===== src/rtl/stepper_axis_driver.sv =====
// Single-axis 4-phase full-step stepper driver with direction-reversal dwell and angle tracking.
// Steps every CLK_DIV cycles while the command holds; reversals pause DWELL_STEPS step periods.
module stepper_axis_driver #(
    parameter int CLK_DIV     = 50000,
    parameter int POS_MAX     = 360,
    parameter int DWELL_STEPS = 4
) (
    input  logic        clk,
    input  logic        rst,
    input  logic        enable,
    input  logic [1:0]  cmd,
    input  logic        pos_load,
    input  logic [15:0] pos_init,
    output logic [3:0]  phase,
    output logic [15:0] pos_actual,
    output logic        step_pulse,
    output logic        moving,
    output logic        load_err
);
    localparam int PW = $clog2(CLK_DIV);
    localparam int DW = $clog2(DWELL_STEPS + 1);

    typedef enum logic [1:0] {S_IDLE, S_RUN, S_DWELL} state_t;

    state_t        state_q, state_d;
    logic [PW-1:0] presc_q, presc_d;
    logic [DW-1:0] dwell_q, dwell_d;
    logic [1:0]    idx_q, idx_d;
    logic [1:0]    dir_q, dir_d;
    logic [15:0]   pos_q, pos_d;
    logic [3:0]    phase_q, phase_d;
    logic          step_q, step_d;
    logic          lerr_q, lerr_d;
    logic          tick;
    logic          cmd_go;

    function automatic logic [3:0] phase_pat(input logic [1:0] i);
        case (i)
            2'd0:    return 4'b0011;
            2'd1:    return 4'b0110;
            2'd2:    return 4'b1100;
            default: return 4'b1001;
        endcase
    endfunction

    assign tick   = (presc_q == PW'(CLK_DIV - 1));
    assign cmd_go = (cmd == 2'b01) || (cmd == 2'b10);

    always_comb begin
        state_d = state_q;
        presc_d = tick ? '0 : presc_q + 1'b1;
        dwell_d = dwell_q;
        idx_d   = idx_q;
        dir_d   = dir_q;
        pos_d   = pos_q;
        step_d  = 1'b0;
        lerr_d  = 1'b0;
        case (state_q)
            S_IDLE: begin
                presc_d = '0;
                if (pos_load) begin
                    if (pos_init < 16'(POS_MAX)) pos_d = pos_init;
                    else                         lerr_d = 1'b1;
                end
                if (enable && cmd_go) begin
                    state_d = S_RUN;
                    dir_d   = cmd;
                end
            end
            S_RUN: begin
                if (!enable || !cmd_go) begin
                    state_d = S_IDLE;
                end else if (cmd != dir_q) begin
                    state_d = S_DWELL;
                    dwell_d = '0;
                end else if (tick) begin
                    step_d = 1'b1;
                    if (dir_q == 2'b10) begin
                        idx_d = idx_q + 2'd1;
                        pos_d = (pos_q == 16'(POS_MAX - 1)) ? 16'd0 : pos_q + 16'd1;
                    end else begin
                        idx_d = idx_q - 2'd1;
                        pos_d = (pos_q == 16'd0) ? 16'(POS_MAX - 1) : pos_q - 16'd1;
                    end
                end
            end
            default: begin
                // Any valid direction at the end of the dwell restarts motion, even the original one.
                if (!enable || !cmd_go) begin
                    state_d = S_IDLE;
                end else if (tick) begin
                    dwell_d = dwell_q + 1'b1;
                    if (dwell_q == DW'(DWELL_STEPS - 1)) begin
                        state_d = S_RUN;
                        dir_d   = cmd;
                    end
                end
            end
        endcase
        if (state_d != state_q) presc_d = '0;
        phase_d = enable ? phase_pat(idx_d) : 4'b0000;
    end

    always_ff @(posedge clk or posedge rst) begin
        if (rst) begin
            state_q <= S_IDLE;
            presc_q <= '0;
            dwell_q <= '0;
            idx_q   <= 2'd0;
            dir_q   <= 2'd0;
            pos_q   <= 16'd0;
            phase_q <= 4'b0000;
            step_q  <= 1'b0;
            lerr_q  <= 1'b0;
        end else begin
            state_q <= state_d;
            presc_q <= presc_d;
            dwell_q <= dwell_d;
            idx_q   <= idx_d;
            dir_q   <= dir_d;
            pos_q   <= pos_d;
            phase_q <= phase_d;
            step_q  <= step_d;
            lerr_q  <= lerr_d;
        end
    end

    assign phase      = phase_q;
    assign pos_actual = pos_q;
    assign step_pulse = step_q;
    assign moving     = (state_q != S_IDLE);
    assign load_err   = lerr_q;

endmodule


===== config.mk =====
export PLATFORM = sky130hd
export DESIGN_NAME = stepper_axis_driver
export DESIGN_NICKNAME = d
export VERILOG_FILES = /design/src/rtl/stepper_axis_driver.sv
export SDC_FILE = /design/constraint.sdc
export NUM_CORES = 1
export LEC_CHECK = 0
export BUFFER_PORTS_ARGS = -buffer_cell sky130_fd_sc_hd__buf_2
export CAP_MARGIN = 20
export CORE_ASPECT_RATIO = 1.5
export CORE_MARGIN = 1.5
export CORE_UTILIZATION = 57
export CTS_CLUSTER_DIAMETER = 50
export CTS_CLUSTER_SIZE = 25
export DETAILED_ROUTE_END_ITERATION = 8
export GPL_ROUTABILITY_DRIVEN = 0
export PLACE_DENSITY = 0.85
export SETUP_SLACK_MARGIN = 0.2
export SLEW_MARGIN = 30
export SYNTH_ARGS = -nofsm -noshare
export SYNTH_HDL_FRONTEND = slang
export SYNTH_SLANG_ARGS = --single-unit

===== constraint.sdc =====
create_clock -name clk -period 3.35 [get_ports clk]
set_clock_uncertainty 0.05 [all_clocks]
set_input_delay 0.1675 -clock clk [delete_from_list [all_inputs] [get_ports clk]]
set_output_delay 0.1675 -clock clk [all_outputs]
set_load 0.03 [all_outputs]

Word level (Yosys, flattened, before mapping):

Index checks and enable logic that the tools add are counted.

* input port bits: 22
* flip-flop bits (word level): 47

* reductions and logical operators: 16
* bitwise logic cells: 3
* multiplexer cells: 43
* add/subtract/negate cells: 6
* equal/unequal tests: 19
* magnitude comparators: 1

Operator list (count)
* two-way mux 16 bit: 11
* adder 16 x 1 -> 16 bit (second input constant): 2
* one-hot mux 16 bit (2 select lines): 1
* two-way mux 2 bit: 15
* == test 16 bit (second input constant): 1
* == test 16 x 9 -> 1 bit (second input constant): 1
* logical NOT 16 bit: 1
* less-than comparator 16 x 9 -> 1 bit (second input constant): 1
* subtractor 16 x 1 -> 16 bit (second input constant): 1
* != test 2 bit (second input constant): 7
* two-way mux 3 bit: 4
* one-hot mux 4 bit (3 select lines): 1
* nonzero test 2 bit: 5
* one-hot mux 2 bit (2 select lines): 2
* two-way mux 1 bit: 7
* == test 2 x 1 -> 1 bit (second input constant): 3
* == test 2 bit (second input constant): 3
* one-hot mux 3 bit (2 select lines): 1
* AND reduction 6 bit: 1
* AND reduction 5 bit: 1
* logical NOT 2 bit: 2
* two-way mux 4 bit: 1
* != test 2 bit: 2
* AND reduction 4 bit: 1
* other kinds (9): 13

Longest topological paths before layout:

* depth in word-level cells: 9
* gate-level depth with buffers: 11

Worst setup path after synthesis:

No wires, ideal clock.

* path kind: flip-flop to flip-flop
* start: register presc_q[0]
* end: register phase_q[0] (netlist: phase[0])
* data required time: 3181 ps
* stages on the path, launching flop included: 11
* setup time: 119 ps
* clock period less this slack: 2442 ps
* arrival: 2273 ps
* slack: 908 ps
* cell sequence: dfrtp_1 > ha_1 > and3_1 > and4_1 > buf_2 > nand4b_1 > inv_1 > nand2_1 > xnor2_1 > ha_1 > and2_1

* cells in the longest elaborated chain, start to end: 8
* elaborated cells on any way between the ends: 10

Ends and longest elaborated chain
* from (decl): RTL line 26 `logic [PW-1:0] presc_q, presc_d;`
* from (signal assigned): RTL line 117 `presc_q <= presc_d;`
* == test 16 bit (*): RTL line 46 `assign tick = (presc_q == PW'(CLK_DIV - 1));`
* two-way mux 2 bit (*): RTL line 76 `end else if (tick) begin`
* two-way mux 2 bit (*): RTL line 73 `end else if (cmd != dir_q) begin`
* two-way mux 2 bit (*): RTL line 71 `if (!enable || !cmd_go) begin`
* two-way mux 2 bit (*): RTL line 58 `case (state_q)`
* via idx_d[1]: RTL line 28 `logic [1:0] idx_q, idx_d;`
* == test 2 bit (tied with other cells): RTL line 38 `case (i)`
* one-hot mux 4 bit (3 select lines) (*): RTL line 38
* two-way mux 4 bit (*): RTL line 101 `phase_d = enable ? phase_pat(idx_d) : 4'b0000;`
* via phase_d[0]: RTL line 31 `logic [3:0] phase_q, phase_d;`
* to (signal assigned): RTL line 122 `phase_q <= phase_d;`
* to (decl): RTL line 31

The timed path passes the listed nets; every way through them passes the cells marked *.
A chain may end at the register's enable or synchronous reset.

Final worst setup path:

Ends and elaborated chain as after synthesis.

==> summary by stage <==
Synthesis
Yosys mapped the design onto 58 distinct sky130hd cell types. After Yosys synthesis, and, or, nand and nor cells account for 24.6% of the synthesized area. Of the synthesized area, sequential elements account for between 30% and 40%. For this run, the leading register cell type out of synthesis is dfrtp_1.

The count of warnings emitted by yosys is 0. The synthesized instance count is between 300 and 400. The xor and xnor fraction of the mapped netlist area is 7.49%. The main combinational cell family by area after synthesis is simple AND/OR/NAND/NOR gates. Summing the areas of all compound-gate instances in the mapped netlist gives between 10% and 20% of the synthesized area. The number of nets in the synthesized netlist is roughly 390. Summed over its instances, the top area cell type makes up about 39% of the synthesized netlist area. The cell type contributing the most total cell area after synthesis is dfrtp_1. Summing the areas of all fa, ha and maj instances in the mapped netlist gives roughly 4.1% of the synthesized area. The share of cell area taken by muxes after synthesis is less than 1%. By area the synthesized netlist is led by dfrtp_1, nor2_1, xor2_1. The post-synthesis register bit count is 47. The cell area after synthesis is 3040 um^2.

The mean area per synthesized cell is around 8.6 um^2. The count of flip-flops with a built-in enable after synthesis is 0. The fraction of synthesis flops using an asynchronous set or reset pin is 100%.

Drt
After detailed routing, the average wire length per cell comes to approximately 17 um. The total wirelength of the detailed-routed design is between 7000 and 8000 um. The amount of wire on met3 after detailed routing is 480 um. Summing over every cut layer, the via total after detailed routing is 2,914.

The pre-antenna-repair detailed-routing pass consisted of 5 iterations. The final antenna-violating net count is 0. After detailed routing, the number of remaining DRC violations is 0. The highest routing layer actually used is met4. Summed over all nets, wire length on met2 after detailed routing comes to 4120 um. Dividing the detail-routed via count by the number of cells gives around 6.4. The routed metal-1 wire length is ~3000 um. The number of violations reported at the end of detailed-routing iteration 0 is 180.

Die
The count of boundary I/O pins is 45. The die boundary width is between 60 and 70 um. The floorplan step set the die height to between 90 and 100 um. The starting density of the core is between 50% and 60%.

In this run the standard cell core region covers a little over 5000 um^2. The number of placement rows is 32. The die covers about 5800 um^2.

Cells and area
The number of filler instances in the final layout is approximately 460. The post-route netlist has about 16% of its cells at a drive strength greater than 1. The count of inserted antenna diode cells is 0. Compared with the post-synthesis result, the final layout area differs by 12.4%. Cells fill about two thirds of the core in the end. The number of nets at the end of the flow is approximately 420.

STA
The maximum clock frequency is 377 MHz. For the pin with the worst max-slew slack, the measured transition is ~0.70 ns. Setup repair after global routing left no endpoint under its margin. The routed design could run at a clock period as short as ~2.7 ns. The hold violation total from the final report is 0.

The worst slew slack as a fraction of its limit is a little over half. Adding up every negative setup slack in the final design gives 0 ns. The number of endpoints failing setup at the final stage is 0. The final cycle utilization of the critical path is between 70% and 80%.

The count of pins over their slew limit is 0.

Power and ir drop
The worst-case IR drop observed on VDD is 436 uV. The total design power is 2.21 mW. In this run the static leakage power is about 1.5 nW. Dividing total power by cell area gives a power density of about 650 nW/um^2.

Clocking
The number of clock buffers inserted by TritonCTS is 5. The CTS root buffer is clkbuf_8. Once the clock tree was built, the resizer swapped 0 gates to a different size. The number of setup buffers added after CTS is 0. At the later pin of the worst-skew pair, clock insertion delay measures 0.30 ns. After clock tree synthesis, the clock-pin slew on the worst setup and hold paths is about 0.090 ns.

The TritonCTS clock tree is yes. CTS saw 47 sinks. The deepest clock path buffer count is 2. The number of buffers inserted by hold repair at cts is 1.

The H-tree generated during clock tree synthesis spans 2 levels.

Global routing
In the global route stage, overall resource usage came out at between 20% and 30%. The number of global-route vias before repair is a little under 3k. The initial antenna violation count is 0. The largest net degree at the start of global routing is 48. The remaining global-route overflow is 0. The first global-routing pass estimated roughly 13,000 um of wire.

Status
The run finished with clean final reports.

Critical path
The type of element capturing the critical path is a register. The largest fanout on the critical path is 9. The worst setup path is of the register to register kind. The startpoint kind of the worst setup timing path is a register. At the worst endpoint, the arrival time is roughly 2.8 ns. The required time reported for the critical path endpoint is 3.49 ns.

Place
During placement, the flow inserted port buffers numbering 44. Summed over all nets, the half-perimeter wirelength after detailed placement is around 5400 um.

Worst hold path
The tightest min-delay check is of the primary input to register type.

Job
The tool flagged a number of max-cap violations equal to 0.
-- kinds of logic (layout without fill, tap and decap cells) --
family / Yosys count / count (layout)
adder cells (fa/ha/maj): 10 / 10
AO/OA/AOI/OAI: 87 / 87
flip-flops: 47 / 47
multiplexers: 2 / 2
buffers and inverters: 36 / 70
XOR/XNOR: 26 / 26
AND/OR/NAND/NOR: 145 / 145
-- report_power, final --
part	switching, mW	leakage, nW	internal [mW]
combinational	0.541	0.797	0.290
clock	0.191	0.0654	0.298
sequential	0.224	0.610	0.662
total	0.956	1.47	1.25
-- final timing paths --
kind                       startpoint        endpoint  slack [ns]  cells past startpoint
setup / recovery           presc_q[0]        phase[0]        0.70                     10
hold / removal                 cmd[0]        dir_q[1]        0.06                      2
setup reg to reg           presc_q[0]        phase[0]        0.70                     10
hold reg to reg            dwell_q[0]      dwell_q[0]        0.44                      1
max in group asynchronous         rst   pos_actual[4]        2.41                      3
min in group asynchronous         rst  pos_actual[14]        0.43                      3
-- routing by layer --
layer | vias to the layer above | track usage, %
li1 | 1349 | -
met1 | 1389 | 32.7
met2 | 148 | 48.5
met3 | 28 | 5.22
met4 | 0 | 14.4
met5 | - | 0
-- critical path, cell delays in order (launching register included) --
cell	delay, ns
dfrtp_1	0.41
ha_1	0.22
and3_1	0.22
and4_1	0.33
nand4b_1	0.13
buf_4	0.19
inv_1	0.15
nand2_1	0.12
xnor2_1	0.26
ha_1	0.30
and2_1	0.16
-- sequential cells by signal, summed over array words and instances, names as in the netlist --
name and flops:
dir_q 2, dwell_q 3, idx_q 2, load_err 1
phase 4, pos_actual 16, presc_q 16, state_q 2
step_pulse 1
-- area by class of cell --
class                      count  area, um^2  share of cell area [%]
clock buffer                   6        72.6                    2.13
multi-input combinational    270        1710                    50.2
clock inverter                 2        60.1                    1.76
sequential                    47        1180                    34.4
tap                           68        85.1                    2.49
inverter                      14        55.1                    1.61
timing repair buffer          48         253                    7.40
-- synthesized netlist by cell type, drive strengths merged, types with 3 or more instances --
library cell  number
o211ai             3
a31oi              7
nand3             19
nor3              10
o21ai             23
nor4b              3
o31ai              4
and3               8
a21oi             15
nor4               5
ha                10
and2               3
dfrtp             47
inv               14
xor2              15
nor2              42
nor4bb             3
nor2b              3
nand2b             3
or4                3
nand2             26
nand4              9
clkbuf            15
buf                7
o41ai              3
a211oi             3
o221ai             4
o22ai              4
xnor2             11
-- cell usage in the layout, fill, tap and decap left out, types with 3 or more instances in the layout --
master and count:
nand3_1 19, nor4_1 5, buf_4 3, a21oi_1 14
buf_2 44, xnor2_1 11, a211oi_1 3, a31oi_1 7
nand2_1 26, nor4bb_1 3, nor4b_1 3, nor3_1 10
inv_1 13, o21ai_0 23, o22ai_1 4, dfrtp_1 47
o41ai_1 3, ha_1 10, and3_1 8, nor2b_1 3
xor2_1 15, clkbuf_8 5, o221ai_1 4, and2_1 3
o211ai_1 3, o31ai_1 4, nand4_1 9, nand2b_1 3
nor2_1 41
-- stage by stage --
stage / instance area, um^2 / setup slack (ns) / hold WS (ns) / instances
2_1_floorplan: 3040 / 0.908 / 0.219 / 353
3_3_place_gp: 3270 / 0.913 / 0.359 / 446
3_5_place_dp: 3270 / 0.753 / 0.226 / 446
4_1_cts: 3410 / 0.713 / 0.0630 / 455
5_1_grt: 3410 / 0.548 / 0.0676 / 455
6_report: 3410 / 0.699 / 0.0633 / 455
Note: power is estimated with default switching activity, not from simulation.
